<file path="src/rtl/uart_rx_if.sv">
// Serial receive bundle for uart_rx: raw line in, received byte and status strobes out.
// o_RX_DV, o_RX_Frame_Err and o_RX_Parity_Err are one-cycle strobes with no ready: the consumer must capture o_RX_Byte in the cycle o_RX_DV is high.
interface uart_rx_if;
  logic       i_RX_Serial;
  logic       o_RX_DV;
  logic [7:0] o_RX_Byte;
  logic       o_RX_Active;
  logic       o_RX_Frame_Err;
  logic       o_RX_Parity_Err;

  modport slave (
    input  i_RX_Serial,
    output o_RX_DV, o_RX_Byte, o_RX_Active, o_RX_Frame_Err, o_RX_Parity_Err
  );

  modport master (
    output i_RX_Serial,
    input  o_RX_DV, o_RX_Byte, o_RX_Active, o_RX_Frame_Err, o_RX_Parity_Err
  );
endinterface

</file>
<file path="src/rtl/uart_rx.sv">
// 8N1 UART receiver with mid-bit sampling and a 2-flop line synchronizer.
// Define UART_RX_PARITY_EN to expect an even-parity bit after data bit 7.
module uart_rx #(
  parameter int CLKS_PER_BIT = 217
) (
  input  logic       i_Clock,
  input  logic       i_Rst_n,
  uart_rx_if.slave   rx,
  output logic [2:0] dbg_state
);

  localparam logic [7:0] LAST = 8'(CLKS_PER_BIT - 1);
  localparam logic [7:0] HALF = 8'((CLKS_PER_BIT - 1) / 2);

`ifdef UART_RX_PARITY_EN
  typedef enum logic [2:0] {
    IDLE          = 3'd0,
    RX_START_BIT  = 3'd1,
    RX_DATA_BITS  = 3'd2,
    RX_PARITY_BIT = 3'd3,
    RX_STOP_BIT   = 3'd4,
    CLEANUP       = 3'd5
  } state_t;
`else
  typedef enum logic [2:0] {
    IDLE          = 3'd0,
    RX_START_BIT  = 3'd1,
    RX_DATA_BITS  = 3'd2,
    RX_STOP_BIT   = 3'd4,
    CLEANUP       = 3'd5
  } state_t;
`endif

  state_t     state;
  logic       sync1, sync2;
  logic [7:0] count;
  logic [2:0] index;
  logic [7:0] data_buf;
  logic [7:0] byte_reg;
  logic       dv, active, ferr;
`ifdef UART_RX_PARITY_EN
  logic       parity_bit;
  logic       perr;
  logic       parity_bad;
  assign parity_bad = ^{data_buf, parity_bit};
`endif

  always_ff @(posedge i_Clock) begin
    if (!i_Rst_n) begin
      sync1      <= 1'b1;
      sync2      <= 1'b1;
      state      <= IDLE;
      count      <= 8'd0;
      index      <= 3'd0;
      data_buf   <= 8'd0;
      byte_reg   <= 8'd0;
      dv         <= 1'b0;
      active     <= 1'b0;
      ferr       <= 1'b0;
`ifdef UART_RX_PARITY_EN
      parity_bit <= 1'b0;
      perr       <= 1'b0;
`endif
    end else begin
      sync1 <= rx.i_RX_Serial;
      sync2 <= sync1;
      case (state)
        IDLE: begin
          count <= 8'd0;
          index <= 3'd0;
          if (!sync2) begin
            state  <= RX_START_BIT;
            active <= 1'b1;
          end
        end
        RX_START_BIT: begin
          if (count == HALF) begin
            count <= 8'd0;
            if (!sync2) begin
              state <= RX_DATA_BITS;
            end else begin
              // Start bit gone high at mid-bit: treat as noise.
              state  <= IDLE;
              active <= 1'b0;
            end
          end else begin
            count <= count + 8'd1;
          end
        end
        RX_DATA_BITS: begin
          if (count == LAST) begin
            count           <= 8'd0;
            data_buf[index] <= sync2;
            if (index == 3'd7) begin
              index <= 3'd0;
`ifdef UART_RX_PARITY_EN
              state <= RX_PARITY_BIT;
`else
              state <= RX_STOP_BIT;
`endif
            end else begin
              index <= index + 3'd1;
            end
          end else begin
            count <= count + 8'd1;
          end
        end
`ifdef UART_RX_PARITY_EN
        RX_PARITY_BIT: begin
          if (count == LAST) begin
            count      <= 8'd0;
            parity_bit <= sync2;
            state      <= RX_STOP_BIT;
          end else begin
            count <= count + 8'd1;
          end
        end
`endif
        RX_STOP_BIT: begin
          if (count == LAST) begin
            count  <= 8'd0;
            state  <= CLEANUP;
            active <= 1'b0;
`ifdef UART_RX_PARITY_EN
            perr <= parity_bad;
            if (sync2 && !parity_bad) begin
`else
            if (sync2) begin
`endif
              dv       <= 1'b1;
              byte_reg <= data_buf;
            end
            ferr <= ~sync2;
          end else begin
            count <= count + 8'd1;
          end
        end
        CLEANUP: begin
          dv    <= 1'b0;
          ferr  <= 1'b0;
`ifdef UART_RX_PARITY_EN
          perr  <= 1'b0;
`endif
          state <= IDLE;
        end
        default: begin
          state  <= IDLE;
          count  <= 8'd0;
          index  <= 3'd0;
          active <= 1'b0;
        end
      endcase
    end
  end

  assign rx.o_RX_DV         = dv;
  assign rx.o_RX_Byte       = byte_reg;
  assign rx.o_RX_Active     = active;
  assign rx.o_RX_Frame_Err  = ferr;
`ifdef UART_RX_PARITY_EN
  assign rx.o_RX_Parity_Err = perr;
`else
  assign rx.o_RX_Parity_Err = 1'b0;
`endif
  assign dbg_state          = state;

endmodule

</file>
<file path="src/flat_wrapper.sv">
// flat-port wrapper written by rule: the top's interface ports become plain ports
module uart_rx_flat 
#(
  parameter int CLKS_PER_BIT = 217
)
  (i_Clock, i_Rst_n, dbg_state, rx_i_RX_Serial, rx_o_RX_DV, rx_o_RX_Byte, rx_o_RX_Active, rx_o_RX_Frame_Err, rx_o_RX_Parity_Err);
  uart_rx_if rx_i ();
  input  logic i_Clock;
  input  logic i_Rst_n;
  output logic [2:0] dbg_state;
  input wire logic [$bits(rx_i.i_RX_Serial)-1:0] rx_i_RX_Serial;
  output wire logic [$bits(rx_i.o_RX_DV)-1:0] rx_o_RX_DV;
  output wire logic [$bits(rx_i.o_RX_Byte)-1:0] rx_o_RX_Byte;
  output wire logic [$bits(rx_i.o_RX_Active)-1:0] rx_o_RX_Active;
  output wire logic [$bits(rx_i.o_RX_Frame_Err)-1:0] rx_o_RX_Frame_Err;
  output wire logic [$bits(rx_i.o_RX_Parity_Err)-1:0] rx_o_RX_Parity_Err;
  assign rx_i.i_RX_Serial = rx_i_RX_Serial;
  assign rx_o_RX_DV = rx_i.o_RX_DV;
  assign rx_o_RX_Byte = rx_i.o_RX_Byte;
  assign rx_o_RX_Active = rx_i.o_RX_Active;
  assign rx_o_RX_Frame_Err = rx_i.o_RX_Frame_Err;
  assign rx_o_RX_Parity_Err = rx_i.o_RX_Parity_Err;
  uart_rx #(.CLKS_PER_BIT(CLKS_PER_BIT)) u_core (.i_Clock(i_Clock), .i_Rst_n(i_Rst_n), .rx(rx_i), .dbg_state(dbg_state));
endmodule
</file>
<file path="config.mk">
export PLATFORM = sky130hd
export DESIGN_NAME = uart_rx_flat
export DESIGN_NICKNAME = d
export VERILOG_FILES = /design/src/rtl/uart_rx_if.sv /design/src/rtl/uart_rx.sv /design/src/flat_wrapper.sv
export SDC_FILE = /design/constraint.sdc
export NUM_CORES = 1
export LEC_CHECK = 0
export CORE_MARGIN = 5
export CORE_UTILIZATION = 55
export DETAILED_ROUTE_END_ITERATION = 10
export GPL_TIMING_DRIVEN = 1
export PLACE_DENSITY = 0.83
export SLEW_MARGIN = 20
export SYNTH_ARGS = -nofsm -noshare
export SYNTH_HDL_FRONTEND = slang
export SYNTH_SLANG_ARGS = --single-unit
export TNS_END_PERCENT = 30
</file>
<file path="constraint.sdc">
create_clock -name i_Clock -period 2.05 [get_ports i_Clock]
set_clock_uncertainty 0.15 [all_clocks]
set_input_delay 0.5125 -clock i_Clock [delete_from_list [all_inputs] [get_ports i_Clock]]
set_output_delay 0.5125 -clock i_Clock [all_outputs]
set_load 0.05 [all_outputs]
</file>
==> impl_metrics.py <==
metrics = {
    "sta": {
        "hold_violations": 0,
        "fin_ws_ps": 110.1,
        "fin_setup_tns_ps": 0,
        "finalSetupViolCount": 0,
        "final.min_clock_period_ps": 1940,
        "fmax_mhz": 515.5,
        "finalMaxSlewViolations": 0,
        "rsz0062_at_grt": "no",
        "finalCritPeriodShare": 0.9463,
    },
    "die": {
        "core_area_um2": 3003,
        "io-pin-count": 18,
        "dieHeight_um": 65.46,
        "initial_core_util": 0.5633,
        "rows": 20,
        "dieArea_um2": 4285,
        "die_w_um": 65.46,
    },
    "synth": {
        "ys_seq_area_frac": 0.4142,
        "netlist_area_um2": 1692,
        "syn-num-nets": 201,
        "avgSynthCellArea_um2": 8.720,
        "synth_cells": 194,
        "ys_types": 42,
        "ys_ff_latch": 35,
        "yosysWarnings": 0,
    },
    "routing": {
        "ant_nets": 0,
        "dr.first_iter.drc_count": 92,
        "viasPerCell": 5.688,
        "wire_per_inst_um": 14.72,
        "num_vias": 1422,
        "drt_first_pass_iters": 4,
        "routed_wl_um": 3681,
        "drc": 0,
    },
    "cts": {
        "clkLatencyLatePin_ps": 340,
        "hold_buffers": 0,
        "cts_buffers": 5,
        "cts_resized": 0,
        "cts_setup_buffers": 0,
        "clockRootBuffer": "clkbuf_4",
        "clk_pin_slew_ps": 110,
        "clockBufferDepth": 2,
        "cts_max_level": 2,
        "cts_tree": "yes",
        "clkSinkCount": 35,
    },
    "setup_path": {
        "crit_type": "reg2reg",
        "cp_data_arrival_time_ps": 2030,
        "cp_top_family": "simple AND/OR/NAND/NOR gates",
        "cp_num_buf_inv": 1,
        "cp_max_fo": 5,
        "critPathCaptureType": "flip-flop",
        "required_ps": 2140,
        "worstPathCellList": "nand4b_1 > or3_4 > nor3_4 > buf_4 > mux2i_1 > nor2b_1",
        "slowest_stage": "dfxtp_1",
        "cp-start-kind": "flip-flop",
        "cp_slowest_stage_delay_ps": 440,
    },
    "global_routing": {
        "grt_pass1_wl_um": 6341,
        "antenna_found_initial": 0,
        "grt_pass1_vias": 1456,
        "grtUsageTotal": 0.1934,
        "grt_max_degree": 18,
        "overflow": 0,
    },
    "pwr": {
        "ir_drop_uv": 724.0,
        "comb_power_share": 0.121,
        "power_frac_clock": 0.412,
        "p_seq_frac": 0.467,
        "power_switching_uw": 359.5,
        "p_int_mw": 1.146,
        "pwr_density_cell_nw_per_um2": 735.6,
        "power_mw": 1.506,
        "p_sw_frac": 0.2387,
        "p_leak_nw": 0.7720,
    },
    "finish": {
        "drive_gt1_frac": 0.2028,
        "final_area_um2": 2047,
        "antennaDiodeCount": 0,
        "finish.utilization": 0.6817,
        "layout.nets": 223,
        "area_delta_synth_final_pct": 21.01,
    },
    "placement": {
        "gp_congestion": 0.8349,
        "dpl_cell_area_um2": 1907,
        "dpl.hpwl_um": 2572,
        "io_buffers": 16,
        "pre_cts_slack_ps": 86.41,
    },
    "hold_path": {
        "min_path_type": "reg2reg",
    },
    "status": {
        "status": "complete, no violations",
    },
    "run": {
        "max-cap-violations": 0,
    },
}
[routing by layer]
layer,routed length [um],track usage,share of wire,up-vias
met3,165,0.06154,0.045,10
met1,1609,0.2303,0.44,659
li1,-,-,-,720
met4,78,0.08808,0.021,0
met5,0,0,0,-
met2,1827,0.3161,0.50,33
[cell usage in the layout, fill, tap and decap left out, types with 2 or more instances in the layout]
master	count
nor2b_1	15
buf_12	2
o211ai_1	2
o21ai_0	8
inv_1	4
mux2i_1	16
nand4_1	2
dfxtp_2	4
ha_1	4
clkbuf_4	5
nor3b_1	2
nand2_1	30
nor3_2	2
a31oi_1	3
nor3_1	3
nor2_1	11
bufinv_16	2
a22oi_1	2
nand2b_1	2
o31ai_1	4
buf_4	23
clkdlybuf4s50_1	2
nand3_1	10
dfxtp_1	31
nand3b_1	4
a21boi_1	2
[registers in the layout, indices dropped and copies added, names as in the netlist]
| register | cells |
|---|---|
| u_core.rx.o_RX_Active | 1 |
| u_core.rx.o_RX_DV | 1 |
| u_core.count | 8 |
| u_core.sync1 | 1 |
| u_core.index | 3 |
| u_core.sync2 | 1 |
| u_core.rx.o_RX_Frame_Err | 1 |
| u_core.data_buf | 8 |
| u_core.rx.o_RX_Byte | 8 |
| u_core.dbg_state | 3 |
[path summary, 6_finish.rpt]
| kind | from | to | slack [ps] | depth (start not counted) |
|---|---|---|---|---|
| worst max-delay path | u_core.count[7] | u_core.rx.o_RX_Byte[3] | 110 | 6 |
| worst min-delay path | u_core.sync1 | u_core.sync2 | 280 | 1 |
| worst max register to register | u_core.count[7] | u_core.rx.o_RX_Byte[3] | 110 | 6 |
| worst min register to register | u_core.sync1 | u_core.sync2 | 280 | 1 |
[power by group through the flow]
stage	logic, mW	clock network, mW	registers [mW]
CTS	0.177	0.629	0.704
global route	0.196	0.663	0.707
detailed placement	0.173	0	0.719
finish	0.182	0.620	0.704
global placement	0.167	0	0.718
floorplan	0.0980	0	0.739
[Yosys cell counts]
master / n / area [um^2]
a21oi_1: 1 / 5.000
o31a_1: 1 / 8.760
nand3_1: 10 / 50.05
o211ai_1: 2 / 15.01
and2_1: 1 / 6.260
o21ai_0: 8 / 40.04
dfxtp_1: 35 / 700.7
o311ai_0: 1 / 8.760
nor4b_1: 1 / 8.760
a31oi_1: 3 / 18.77
o31ai_1: 4 / 30.03
buf_1: 1 / 3.750
or3_4: 1 / 11.26
inv_1: 4 / 15.01
nor3_1: 3 / 15.01
o41ai_1: 1 / 8.760
a21boi_0: 1 / 7.510
nand4b_1: 1 / 8.760
and4b_1: 1 / 10.01
o41ai_2: 1 / 16.27
o211a_1: 1 / 10.01
conb_1: 1 / 3.750
o21a_1: 1 / 7.510
ha_1: 4 / 50.05
mux2i_1: 16 / 160.2
nor3b_1: 3 / 22.52
clkbuf_1: 8 / 30.03
or2_2: 1 / 6.260
nand2_1: 30 / 112.6
buf_2: 2 / 10.01
o2111ai_1: 1 / 8.760
nand3b_1: 4 / 30.03
buf_4: 2 / 15.01
xnor2_1: 1 / 8.760
a22oi_1: 2 / 15.01
nor2b_1: 15 / 93.84
nand4_1: 2 / 12.51
o21bai_1: 1 / 7.510
a21boi_1: 2 / 15.01
nor3_2: 3 / 30.03
nor2_1: 11 / 41.29
nand2b_1: 2 / 12.51
[cell families after synthesis]
kind of cell             Yosys count  synth area share
other                              1          0.002217
adder cells (fa/ha/maj)            4           0.02959
XOR/XNOR                           1          0.005178
AND/OR/NAND/NOR                   89            0.2789
flip-flops                        35            0.4142
AO/OA/AOI/OAI                     31            0.1317
buffers and inverters             17           0.04363
multiplexers                      16           0.09467
[final cells by class]
cell class | instances | area (um^2)
fill | 245 | 955.9
sequential | 35 | 705.7
timing repair buffer | 28 | 244.0
multi-input combinational | 142 | 939.7
clock buffer | 6 | 41.29
inverter | 4 | 15.01
clock inverter | 2 | 60.06
tap | 33 | 41.29
[per-stage QoR]
step	hold WS (ps)	cells
global route	320.9	250
CTS	281.3	249
detailed placement	252.5	241
global placement	241.1	241
floorplan	236.3	194
finish	275.3	250
No activity file was read; power rests on OpenSTA's default activity.
